File: src/rtl/bitstream_seq_pkg.sv
// Shared types and constants for the bitstream self-write sequencer.
package bitstream_seq_pkg;

  typedef enum logic [2:0] {
    ST_IDLE,
    ST_COLLECT,
    ST_SETUP,
    ST_STROBE,
    ST_GAP,
    ST_USER_RST,
    ST_DONE
  } seq_state_t;

  localparam int DEF_BYTES_TOTAL     = 16384;
  localparam int DEF_SETUP_CYCLES    = 2;
  localparam int DEF_GAP_CYCLES      = 2;
  localparam int DEF_USER_RST_CYCLES = 5;

  localparam int BYTES_PER_WORD = 4;
  localparam int PHASE_W        = 16;

  // First byte of a word lands in the most significant lane.
  localparam logic BIG_ENDIAN_LANES = 1'b1;

  // Bit offset of the lane that byte number idx (0..3) of a word occupies.
  function automatic int lane_lsb(input logic [1:0] idx);
    return BIG_ENDIAN_LANES ? (3 - int'(idx)) * 8 : int'(idx) * 8;
  endfunction

endpackage

File: src/rtl/bitstream_word_packer.sv
// Assembles four accepted bytes into one 32-bit configuration word.
module bitstream_word_packer
  import bitstream_seq_pkg::*;
(
  input  logic        clk,
  input  logic        rst_n,
  input  logic        clear,
  input  logic        accept,
  input  logic [7:0]  byte_data,
  output logic [31:0] word,
  output logic        word_done
);

  logic [31:0] word_reg;
  logic [1:0]  idx_reg;

  // Partial word with the byte currently on the input merged into its lane.
  always_comb begin
    word = word_reg;
    word[lane_lsb(idx_reg) +: 8] = byte_data;
  end

  assign word_done = accept && (idx_reg == 2'd3);

  // Byte index and partial word; a clear drops any half-assembled word.
  always_ff @(posedge clk or negedge rst_n) begin
    if (!rst_n) begin
      word_reg <= '0;
      idx_reg  <= '0;
    end else if (clear) begin
      word_reg <= '0;
      idx_reg  <= '0;
    end else if (accept) begin
      word_reg <= word;
      idx_reg  <= idx_reg + 2'd1;
    end
  end

endmodule

File: src/rtl/bitstream_self_write_sequencer.sv
// Paces packed bitstream words onto the fabric self-write port, then
// holds and releases the user-design reset.
module bitstream_self_write_sequencer
  import bitstream_seq_pkg::*;
#(
  parameter int BYTES_TOTAL     = DEF_BYTES_TOTAL,
  parameter int SETUP_CYCLES    = DEF_SETUP_CYCLES,
  parameter int GAP_CYCLES      = DEF_GAP_CYCLES,
  parameter int USER_RST_CYCLES = DEF_USER_RST_CYCLES,
  localparam int WCW            = $clog2(BYTES_TOTAL / 4 + 1)
) (
  input  logic           CLK,
  input  logic           resetn,
  input  logic           start,
  input  logic           abort,
  input  logic [7:0]     byte_data,
  input  logic           byte_valid,
  output logic           byte_ready,
  output logic [31:0]    SelfWriteData,
  output logic           SelfWriteStrobe,
  output logic           busy,
  output logic           done,
  output logic [WCW-1:0] word_count,
  output logic           user_reset
);

  localparam logic [WCW-1:0]     WORDS_TOTAL = WCW'(BYTES_TOTAL / BYTES_PER_WORD);
  localparam logic [PHASE_W-1:0] SETUP_LAST  = PHASE_W'(SETUP_CYCLES - 1);
  localparam logic [PHASE_W-1:0] GAP_LAST    = PHASE_W'(GAP_CYCLES - 1);
  localparam logic [PHASE_W-1:0] URST_LAST   = PHASE_W'(USER_RST_CYCLES - 1);

  seq_state_t         state_reg, state_next;
  logic [PHASE_W-1:0] phase_reg, phase_next;
  logic [WCW-1:0]     wc_reg, wc_next;
  logic [31:0]        data_reg, data_next;
  logic               ures_reg, ures_next;
  logic               done_reg, done_next;

  logic        idle_like;
  logic        start_load;
  logic        abort_load;
  logic        accept;
  logic [31:0] pack_word;
  logic        pack_done;

  assign idle_like  = (state_reg == ST_IDLE) || (state_reg == ST_DONE);
  assign start_load = idle_like && start;
  assign abort_load = !idle_like && abort;
  assign accept     = (state_reg == ST_COLLECT) && byte_valid;

  bitstream_word_packer u_packer (
    .clk       (CLK),
    .rst_n     (resetn),
    .clear     (start_load || abort_load),
    .accept    (accept),
    .byte_data (byte_data),
    .word      (pack_word),
    .word_done (pack_done)
  );

  // State, phase counter, word counter and output registers.
  always_ff @(posedge CLK or negedge resetn) begin
    if (!resetn) begin
      state_reg <= ST_IDLE;
      phase_reg <= '0;
      wc_reg    <= '0;
      data_reg  <= '0;
      ures_reg  <= 1'b1;
      done_reg  <= 1'b0;
    end else begin
      state_reg <= state_next;
      phase_reg <= phase_next;
      wc_reg    <= wc_next;
      data_reg  <= data_next;
      ures_reg  <= ures_next;
      done_reg  <= done_next;
    end
  end

  // Next-state and next-register decode; abort overrides every transition.
  always_comb begin
    state_next = state_reg;
    phase_next = phase_reg;
    wc_next    = wc_reg;
    data_next  = data_reg;
    ures_next  = ures_reg;
    done_next  = done_reg;

    case (state_reg)
      ST_IDLE, ST_DONE: begin
        if (start) begin
          state_next = ST_COLLECT;
          wc_next    = '0;
          ures_next  = 1'b1;
          done_next  = 1'b0;
        end
      end
      ST_COLLECT: begin
        if (pack_done) begin
          data_next  = pack_word;
          phase_next = '0;
          state_next = ST_SETUP;
        end
      end
      ST_SETUP: begin
        if (phase_reg == SETUP_LAST) begin
          state_next = ST_STROBE;
        end else begin
          phase_next = phase_reg + PHASE_W'(1);
        end
      end
      ST_STROBE: begin
        wc_next    = wc_reg + WCW'(1);
        phase_next = '0;
        if (GAP_CYCLES != 0) begin
          state_next = ST_GAP;
        end else if (wc_next == WORDS_TOTAL) begin
          state_next = ST_USER_RST;
        end else begin
          state_next = ST_COLLECT;
        end
      end
      ST_GAP: begin
        if (phase_reg == GAP_LAST) begin
          phase_next = '0;
          state_next = (wc_reg == WORDS_TOTAL) ? ST_USER_RST : ST_COLLECT;
        end else begin
          phase_next = phase_reg + PHASE_W'(1);
        end
      end
      ST_USER_RST: begin
        if (phase_reg == URST_LAST) begin
          ures_next  = 1'b0;
          done_next  = 1'b1;
          state_next = ST_DONE;
        end else begin
          phase_next = phase_reg + PHASE_W'(1);
        end
      end
      default: state_next = ST_IDLE;
    endcase

    // A cancelled load keeps its word count, data and reset/done levels.
    if (abort_load) begin
      state_next = ST_IDLE;
      phase_next = '0;
      wc_next    = wc_reg;
      data_next  = data_reg;
      ures_next  = ures_reg;
      done_next  = done_reg;
    end
  end

  assign byte_ready      = (state_reg == ST_COLLECT);
  assign SelfWriteStrobe = (state_reg == ST_STROBE);
  assign busy            = !idle_like;
  assign SelfWriteData   = data_reg;
  assign word_count      = wc_reg;
  assign user_reset      = ures_reg;
  assign done            = done_reg;

endmodule

File: config.mk
export PLATFORM = sky130hd
export DESIGN_NAME = bitstream_self_write_sequencer
export DESIGN_NICKNAME = d
export VERILOG_FILES = /design/src/rtl/bitstream_seq_pkg.sv /design/src/rtl/bitstream_word_packer.sv /design/src/rtl/bitstream_self_write_sequencer.sv
export SDC_FILE = /design/constraint.sdc
export NUM_CORES = 1
export LEC_CHECK = 0
export CAP_MARGIN = 10
export CORE_MARGIN = 4
export CORE_UTILIZATION = 54
export CTS_BUF_LIST = sky130_fd_sc_hd__clkbuf_16
export CTS_CLUSTER_SIZE = 40
export DETAILED_ROUTE_END_ITERATION = 10
export PLACE_DENSITY_LB_ADDON = 0.2
export SETUP_SLACK_MARGIN = 0.02
export SLEW_MARGIN = 25
export SYNTH_ARGS = -nofsm -noshare
export SYNTH_HDL_FRONTEND = slang
export SYNTH_SLANG_ARGS = --single-unit
File: constraint.sdc
create_clock -name CLK -period 3.25 [get_ports CLK]
set_input_delay 0.65 -clock CLK [delete_from_list [all_inputs] [get_ports CLK]]
set_output_delay 0.65 -clock CLK [all_outputs]
set_load 0.005 [all_outputs]
==> flow_summary.json, run 1 <==
{
  "post_cts_resized": 0,
  "crit_start": "state_reg[2]",
  "area_growth_pct": 19.0,
  "dominantRegCellSynth": "dfrtp_1",
  "die_x_um": 105,
  "p_per_area_mw_per_mm2": 513,
  "layout.nets": 619,
  "cp.arrival_ns": 2.09,
  "first_iter_violations": 196,
  "start_kind": "register",
  "finalInstanceArea_mm2": 0.00608,
  "placed_cell_area_mm2": 0.00578,
  "power_frac_seq_pct": 44.6,
  "final_cells": 730,
  "ys_warn_count": 0,
  "portBuffers": 62,
  "cts_tree": "yes",
  "p_switching_uw": 947,
  "setup.reg_to_reg.worst_slack_ns": 0.95,
  "setup_viol": 0,
  "clkSlewWorstSetupHoldPaths_ns": 0.07,
  "crit_required_ns": 2.60,
  "dr.pass1.iters": 4,
  "max_freq_mhz": 365,
  "cts_buffer_depth": 2,
  "status": "finished, final reports clean",
  "maxSlewHeadroom_pct": 51.9,
  "layout-drive-gt1-share_pct": 6.16,
  "routedWlPerCell_um": 15.5,
  "ios": 63,
  "rows": 35,
  "finalCriticalPeriod_ns": 2.74,
  "overflow": 0,
  "crit_buf_inv": 2,
  "p_int_mw": 2.17,
  "post-route-period-util_pct": 84.3,
  "path_depth": 4,
  "power.leakage_nw": 2.55,
  "rsz0062_at_grt": "false",
  "clock_sinks": 100,
  "slowest_stage": "dfrtp_1",
  "dpl.cell_count": 714,
  "path_delay_family": "flip-flops",
  "hold_class": "input port to asynchronous set/reset pin",
  "pwr-share-comb_pct": 21.7,
  "setup_tns_ns": 0,
  "grt_pass1_vias": 4017,
  "route.antenna.remaining_nets": 0,
  "viasPerCell": 5.72,
  "die_area_mm2": 0.0111,
  "synth_edf_count": 0,
  "grt_max_degree": 101,
  "place_ws_ns": 0.636,
  "core_area_mm2": 0.00924,
  "timing.final.ws_setup_ns": 0.511,
  "n_antenna_cell": 0,
  "clk_latency_ns": 0.34,
  "worst_path_largest_cell_delay_ns": 0.67,
  "grtUsageTotal_pct": 21.4,
  "drc": 0,
  "crit_type": "register to output pin",
  "async_flop_share_pct": 100,
  "r2r_end": "u_packer.word_reg[13]",
  "cts_root_buf": "clkbuf_16",
  "drv_cap": 0,
  "grt_pass1_wl_mm": 19.5,
  "syn_area_per_cell_um2": 9.19,
  "clock_skew_ns": 0.00798,
  "start_util_pct": 55.3,
  "path_cells": "xor2_1, nor2_1, inv_1, clkdlybuf4s50_1",
  "wirelength_mm": 11.3,
  "syn-num-nets": 579,
  "postCtsHoldBufs": 0,
  "pwr-share-clk_pct": 33.8,
  "max_slew.worst_pin.slew_ns": 0.717,
  "cp-endpoint": "busy",
  "vias": 4179,
  "die_h_um": 105,
  "ys_types": 57,
  "syn_inst": 556,
  "worstPathMaxFanout": 16,
  "r2r_cells": 7,
  "cts_setup_buffers": 0,
  "peakVddDrop_uv": 287,
  "yosysSeqAreaShare_pct": 49.0,
  "regToRegStartpoint": "u_packer.idx_reg[0]",
  "dp_hpwl_mm": 7.59,
  "ys_seq_elements": 100,
  "total_power_mw": 3.12,
  "htreeDepth": 3,
  "slew_violations": 0,
  "netlist_area_mm2": 0.00511,
  "netSwitchingFraction_pct": 30.4,
  "finalHoldViolCount": 0,
  "endpoint_kind": "output pin",
  "finalWeightedCongestion": 0.851,
  "antenna_found_initial": 0,
  "numCtsBuffers": 9
}
[layer usage]
metal | global-route usage, % | vias to the layer above | wire length [µm]
met5 | 0 | - | 0
met4 | 9.75 | 0 | 295
met3 | 3.18 | 18 | 451
met2 | 32.5 | 102 | 5140
met1 | 30.4 | 2021 | 5410
li1 | - | 2038 | -
[per-stage QoR]
stage                     hold slack, ns  utilization, %
after detailed placement           0.469            62.6
after CTS                          0.380            65.8
after global placement             0.461            62.5
final                              0.364            65.8
after global routing               0.405            65.8
after floorplan                    0.354               -
[area by class of cell]
class	count	area, µm²
clock buffer	9	225
clock inverter	7	70.1
fill	772	3160
inverter	9	33.8
multi-input combinational	407	2400
sequential	100	2500
tap	129	161
timing repair buffer	69	683
[cell usage in the layout, fill, tap and decap left out, types with 9 or more instances in the layout]
cell and count:
a21oi_1 36, a22oi_1 32, clkbuf_16 9, clkdlybuf4s50_1 61
dfrtp_1 99, ha_1 10, inv_1 11, nand2_1 69
nand3_1 15, nor2_1 57, nor2b_1 33, o21ai_0 38
xnor2_1 12
[kinds of logic (layout without fill, tap and decap cells)]
family	count (synthesis)	in the layout	share of synthesized area (%)
DFF	100	100	49.0
and+or+nand+nor	242	242	24.4
AOI/OAI and AO/OA	141	141	17.6
buffers and inverters	49	94	4.11
xor gates and xnor gates	13	13	2.23
muxes	1	1	0.220
adders and majority gates	10	10	2.45
[worst min path at each step]
stage                      start                 to  depth (start not counted)
2_1_floorplan             resetn   SelfWriteData[0]                          0
5_1_grt                   resetn  SelfWriteData[23]                          2
3_3_place_gp   SelfWriteData[20]  SelfWriteData[20]                          2
3_5_place_dp    SelfWriteData[4]   SelfWriteData[4]                          2
6_report                  resetn  SelfWriteData[23]                          2
4_1_cts                   resetn  SelfWriteData[23]                          2
[power groups by stage]
stage / clock network, mW / logic, mW / registers, mW
4_1_cts: 1.08 / 0.680 / 1.39
5_1_grt: 1.12 / 0.764 / 1.40
3_3_place_gp: 0 / 0.658 / 1.41
6_report: 1.05 / 0.675 / 1.39
3_5_place_dp: 0 / 0.676 / 1.41
2_1_floorplan: 0 / 0.463 / 1.38
[synthesized netlist by cell type (4+ instances only)]
| master | count | share of area (%) |
|---|---|---|
| o21ai_0 | 38 | 3.7 |
| and4_1 | 4 | 0.69 |
| and2_1 | 8 | 0.98 |
| ha_1 | 10 | 2.4 |
| a22oi_1 | 32 | 4.7 |
| nor2_1 | 57 | 4.2 |
| o31ai_1 | 4 | 0.59 |
| buf_2 | 6 | 0.59 |
| nand2_1 | 69 | 5.1 |
| inv_1 | 9 | 0.66 |
| clkbuf_1 | 30 | 2.2 |
| a31oi_1 | 8 | 0.98 |
| nor2b_1 | 33 | 4.0 |
| dfrtp_1 | 99 | 48 |
| nor4_1 | 7 | 0.86 |
| and3_1 | 5 | 0.61 |
| a21oi_1 | 36 | 3.5 |
| nand4_1 | 7 | 0.86 |
| nand2b_1 | 4 | 0.49 |
| xnor2_1 | 12 | 2.1 |
| or3_1 | 4 | 0.49 |
| nand3_1 | 15 | 1.5 |
| nor3_1 | 7 | 0.69 |
Power figures use the tool's default switching activity.
==> run 2: changes to the inputs <==
==> constraint.sdc (replaced) <==
create_clock -name CLK -period 2.8 [get_ports CLK]
set_input_delay 0.56 -clock CLK [delete_from_list [all_inputs] [get_ports CLK]]
set_output_delay 0.56 -clock CLK [all_outputs]
set_load 0.005 [all_outputs]
==> run 2 against run 1 <==
Effect of this change: non-clock buffer count is 4 higher; combinational power is 24% higher; critical path type is now register to register; critical path depth grew 3; worst hold slack got worse by 0.26 ns; first-iteration DRC count up 8.2%; critical endpoint is now phase_reg[11]; sequential power increased by 14%; sequential share of layout area decreased by 0.11 points; die area unchanged; largest cell class unchanged; clock skew rose by 0.00090 ns; core utilization increased by 0.18 points; global-route usage hardly changed; flip-flop and latch count unchanged.
==> flow_summary.json, run 2 (same netlist as run 1, synthesis figures left out) <==
{
  "status": "finished, final reports clean",
  "grtUsageTotal_pct": 21.3,
  "cts_tree": "yes",
  "maxSlewHeadroom_pct": 33.2,
  "first_iter_violations": 212,
  "clock_sinks": 100,
  "area_growth_pct": 19.3,
  "hold_class": "input port to asynchronous set/reset pin",
  "overflow": 0,
  "power.leakage_nw": 2.57,
  "cts_buffer_depth": 2,
  "route.met2.wl_mm": 5.42,
  "htreeDepth": 3,
  "clkSlewWorstSetupHoldPaths_ns": 0.07,
  "place_ws_ns": 0.213,
  "slew_violations": 0,
  "crit_type": "register to register",
  "crit_required_ns": 3.05,
  "setup_viol": 0,
  "final_common_cell": "dfrtp_1",
  "die_h_um": 105,
  "layout-drive-gt1-share_pct": 7.11,
  "routedWlPerCell_um": 15.4,
  "cts_setup_buffers": 0,
  "grt_pass1_wl_mm": 19.6,
  "start_util_pct": 55.3,
  "drc": 0,
  "post-route-period-util_pct": 93.6,
  "p_per_area_mw_per_mm2": 591,
  "drv_cap": 0,
  "finalCriticalPeriod_ns": 2.62,
  "cts_root_buf": "clkbuf_16",
  "rsz0062_at_grt": "false",
  "max_slew.worst_pin.slew_ns": 0.996,
  "path_delay_family": "compound AO/OA/AOI/OAI gates",
  "worst_path_largest_cell_delay_ns": 0.79,
  "portBuffers": 62,
  "dp_hpwl_mm": 7.81,
  "clock_skew_ns": 0.00888,
  "viasPerCell": 5.70,
  "clk_latency_ns": 0.34,
  "layout.nets": 623,
  "grt_pass1_vias": 4069,
  "wirelength_mm": 11.3,
  "cp.arrival_ns": 2.87,
  "dr.pass1.iters": 5,
  "wl_met1_mm": 5.23,
  "grt_max_degree": 65,
  "layout_common_cells": "99 x dfrtp_1, 69 x nand2_1, 61 x clkdlybuf4s50_1",
  "worstPathMaxFanout": 14,
  "whs_ns": 0.102,
  "route.antenna.remaining_nets": 0,
  "peakVddDrop_uv": 341,
  "n_antenna_cell": 0,
  "vias": 4186,
  "antenna_found_initial": 0,
  "core_area_mm2": 0.00924,
  "rows": 35,
  "path_cells": "inv_1, ha_1, or3b_4, o21a_1, o31ai_2, inv_1, a31oi_1",
  "die_area_mm2": 0.0111,
  "postCtsHoldBufs": 0,
  "setup_tns_ns": 0,
  "post_cts_resized": 0,
  "route.met3.wl_um": 492,
  "final_cells": 734,
  "slowest_stage": "o31ai_2",
  "cpMostUsedCell": "inv_1",
  "ios": 63,
  "numCtsBuffers": 9,
  "timing.final.ws_setup_ns": 0.181,
  "finalHoldViolCount": 0,
  "start_kind": "register",
  "max_freq_mhz": 382,
  "dpl.cell_count": 718,
  "finalWeightedCongestion": 0.831,
  "die_x_um": 105,
  "crit_buf_inv": 2,
  "highest_layer": "met4",
  "endpoint_kind": "register"
}
## run 2: cell types whose count changed in the layout (fill, tap and decap cells not counted)
cell / before / now
inv_8: 0 / 1
inv_6: 0 / 3
clkinv_4: 2 / 1
buf_4: 7 / 11
inv_1: 11 / 9
clkinvlp_4: 2 / 0
bufinv_16: 1 / 0
clkinv_2: 0 / 2
## run 2: worst reg2reg max path, delay by kind of cell (launching register included)
family	cells	cell delay, ns
compound gates	3	1.24
fa+ha+maj	1	0.13
buf+inv	2	0.34
flops	1	0.43
simple gates	1	0.40
## run 2: report_power, final
group          total, mW  switching [mW]  leakage (nW)  internal (mW)
Combinational      0.835           0.518          1.03          0.316
Clock               1.18           0.565         0.142          0.617
Sequential          1.58          0.0606          1.39           1.52
## run 2: path summary, 6_finish.rpt
| check | start | to | slack [ns] | cells after the start |
|---|---|---|---|---|
| worst max-delay path | phase_reg[1] | phase_reg[11] | 0.18 | 7 |
| worst min-delay path | resetn | SelfWriteData[23] | 0.10 | 1 |
| worst max register to register | phase_reg[1] | phase_reg[11] | 0.18 | 7 |
| worst min register to register | SelfWriteData[20] | SelfWriteData[20] | 0.48 | 2 |
| max in group asynchronous | resetn | user_reset | 2.06 | 2 |
| min in group CLK | SelfWriteData[20] | SelfWriteData[20] | 0.48 | 2 |
## run 2: cell type report
class                   count  area [µm²]
multi-input cells         407        2400
inverters                   9        33.8
flip-flops and latches    100        2500
well taps                 129         161
clock buffers               9         225
repair buffers             73         713
clock inverters             7        56.3
fillers                   792        3150
## run 2: stage by stage
stage	area (µm²)	utilization, %	power, mW
after floorplan	5110	-	2.13
after detailed placement	5810	62.9	2.44
after global placement	5810	62.8	2.41
after CTS	6090	65.9	3.63
after global routing	6090	65.9	3.80
final	6090	65.9	3.60
## run 2: layer usage
layer / global-route usage, % / vias up
met1: 28.9 / 2012
li1: - / 2045
met3: 3.00 / 16
met5: 0 / -
met4: 9.47 / 0
met2: 34.2 / 113
==> run 3: changes to the inputs <==
--- a/config.mk
+++ b/config.mk
@@ -7,7 +7,7 @@
 export LEC_CHECK = 0
 export CAP_MARGIN = 10
 export CORE_MARGIN = 4
-export CORE_UTILIZATION = 54
+export CORE_UTILIZATION = 33
 export CTS_BUF_LIST = sky130_fd_sc_hd__clkbuf_16
 export CTS_CLUSTER_SIZE = 40
 export DETAILED_ROUTE_END_ITERATION = 10
==> run 3 against run 2 <==
Effect of this change: worst hold slack better by 0.038 ns; maximum frequency up 0.59%; first-iteration DRC count up 42%; cell area up 1.5%; flip-flop and latch count unchanged; critical path depth down 3; clock power about the same; global-route usage down 7.1 points; critical path type is now register to output pin.
==> flow_summary.json, run 3 (same netlist as run 1, synthesis figures left out) <==
{
  "crit_required_ns": 2.24,
  "grt_pass1_wl_mm": 20.4,
  "setup_tns_ns": 0,
  "cts_setup_buffers": 0,
  "start_util_pct": 33.6,
  "cts_root_buf": "clkbuf_16",
  "dp_hpwl_mm": 8.19,
  "layout.nets": 623,
  "clock_skew_ns": 0.00911,
  "post_cts_resized": 0,
  "cp.arrival_ns": 2.04,
  "rsz0062_at_grt": "false",
  "die_h_um": 132,
  "r2r_end": "phase_reg[10]",
  "cp-endpoint": "busy",
  "slowest_stage": "dfrtp_1",
  "slew_violations": 0,
  "status": "finished, final reports clean",
  "regToRegStartpoint": "phase_reg[1]",
  "crit_buf_inv": 2,
  "grt_pass1_vias": 3966,
  "postCtsHoldBufs": 0,
  "grtUsageTotal_pct": 14.2,
  "placed_cell_area_mm2": 0.00590,
  "nFillCells": 1509,
  "htreeDepth": 3,
  "post-route-period-util_pct": 93.0,
  "area_growth_pct": 21.1,
  "netSwitchingFraction_pct": 30.7,
  "drv_cap": 0,
  "wirelength_mm": 12.1,
  "worstPathMaxFanout": 16,
  "route.antenna.remaining_nets": 0,
  "cts_buffer_depth": 2,
  "dpl.cell_count": 777,
  "layout_common_cells": "99 x dfrtp_1, 69 x nand2_1, 61 x clkdlybuf4s50_1",
  "path_delay_family": "flip-flops",
  "setup_viol": 0,
  "hold_class": "input port to asynchronous set/reset pin",
  "dr.pass1.iters": 5,
  "max_freq_mhz": 384,
  "vias": 4133,
  "r2r_cells": 7,
  "endpoint_kind": "output pin",
  "cts_tree": "yes",
  "grt.busiest_layer": "met2",
  "total_power_mw": 3.64,
  "drc": 0,
  "rows": 45,
  "path_cells": "xor2_1, nor2_1, inv_1, clkdlybuf4s50_1",
  "start_kind": "register",
  "worst_path_largest_cell_delay_ns": 0.68,
  "layout-drive-gt1-share_pct": 6.63,
  "power_frac_seq_pct": 43.5,
  "regArea_mm2": 0.00250,
  "overflow": 0,
  "grt_util_met1_pct": 18.5,
  "setup.reg_to_reg.worst_slack_ns": 0.47,
  "finalCriticalPeriod_ns": 2.60,
  "peakVddDrop_uv": 300,
  "whs_ns": 0.139,
  "finalHoldViolCount": 0,
  "n_antenna_cell": 0,
  "ios": 63,
  "final_cells": 791,
  "path_depth": 4,
  "routedWlPerCell_um": 15.3,
  "grt_use_met2_pct": 23.6,
  "antenna_found_initial": 0,
  "p_switching_mw": 1.12,
  "finalWeightedCongestion": 0.755,
  "die_x_um": 132,
  "multi_input_area_mm2": 0.00241,
  "portBuffers": 62,
  "clkSlewWorstSetupHoldPaths_ns": 0.07,
  "power.leakage_nw": 2.57,
  "pwr-share-clk_pct": 33.3,
  "p_per_area_mw_per_mm2": 588,
  "use_met3_pct": 3.88,
  "first_iter_violations": 302,
  "crit_type": "register to output pin",
  "crit_start": "state_reg[2]",
  "die_area_mm2": 0.0175,
  "viasPerCell": 5.23,
  "core_area_mm2": 0.0152,
  "finalInstanceArea_mm2": 0.00619,
  "pwr-share-comb_pct": 23.2,
  "grt_max_degree": 71,
  "maxSlewHeadroom_pct": 49.6,
  "p_int_mw": 2.52,
  "final_common_cell": "dfrtp_1",
  "numCtsBuffers": 9,
  "clock_sinks": 100,
  "clk_latency_ns": 0.35,
  "max_slew.worst_pin.slew_ns": 0.752
}
[run 3: cell count changes in the layout (fill, tap and decap cells not counted), sizes merged]
| cell | before | now |
|---|---|---|
| bufinv | 0 | 1 |
| inv | 13 | 11 |
| clkinvlp | 0 | 1 |
| clkinv | 3 | 1 |
[run 3: worst min-delay path by stage]
stage | startpoint | to | depth (start not counted)
floorplan | resetn | SelfWriteData[0] | 0
global placement | SelfWriteData[16] | SelfWriteData[16] | 2
detailed placement | SelfWriteData[21] | SelfWriteData[21] | 2
CTS | resetn | SelfWriteData[26] | 1
global route | resetn | SelfWriteData[23] | 1
finish | resetn | SelfWriteData[26] | 1
[run 3: worst reg2reg max path, stage by stage, from the launching register on]
cell	delay, ns
dfrtp_1	0.42
inv_1	0.10
ha_1	0.13
or3b_4	0.40
o21a_1	0.22
o31ai_4	0.56
inv_1	0.20
a31oi_1	0.22
[run 3: area by class of cell]
| class | count | share of cell area (%) |
|---|---|---|
| well taps | 188 | 3.80 |
| repair buffers | 73 | 11.7 |
| multi-input cells | 407 | 38.9 |
| clock inverters | 5 | 0.890 |
| flip-flops and latches | 100 | 40.5 |
| clock buffers | 9 | 3.64 |
| inverters | 9 | 0.546 |
[run 3: per-layer routing]
layer  part of all wire, %  up-vias  wire, µm
li1                      -     2046         -
met1                    47     1973      5690
met2                    48      102      5790
met3                   4.2       12       507
met4                   1.2        0       146
met5                     0        -         0
[run 3: power groups by stage]
stage / Clock, mW / Sequential [mW] / Combinational (mW)
detailed placement: 0 / 1.61 / 0.850
finish: 1.21 / 1.58 / 0.845
global route: 1.32 / 1.59 / 0.947
CTS: 1.26 / 1.58 / 0.854
global placement: 0 / 1.61 / 0.838
floorplan: 0 / 1.60 / 0.537
[run 3: metrics by stage]
| step | utilization (%) | setup slack (ns) |
|---|---|---|
| floorplan | - | 0.733 |
| global placement | 38.8 | 0.00194 |
| detailed placement | 38.8 | 0.162 |
| CTS | 40.6 | 0.161 |
| global route | 40.7 | 0.101 |
| finish | 40.7 | 0.196 |
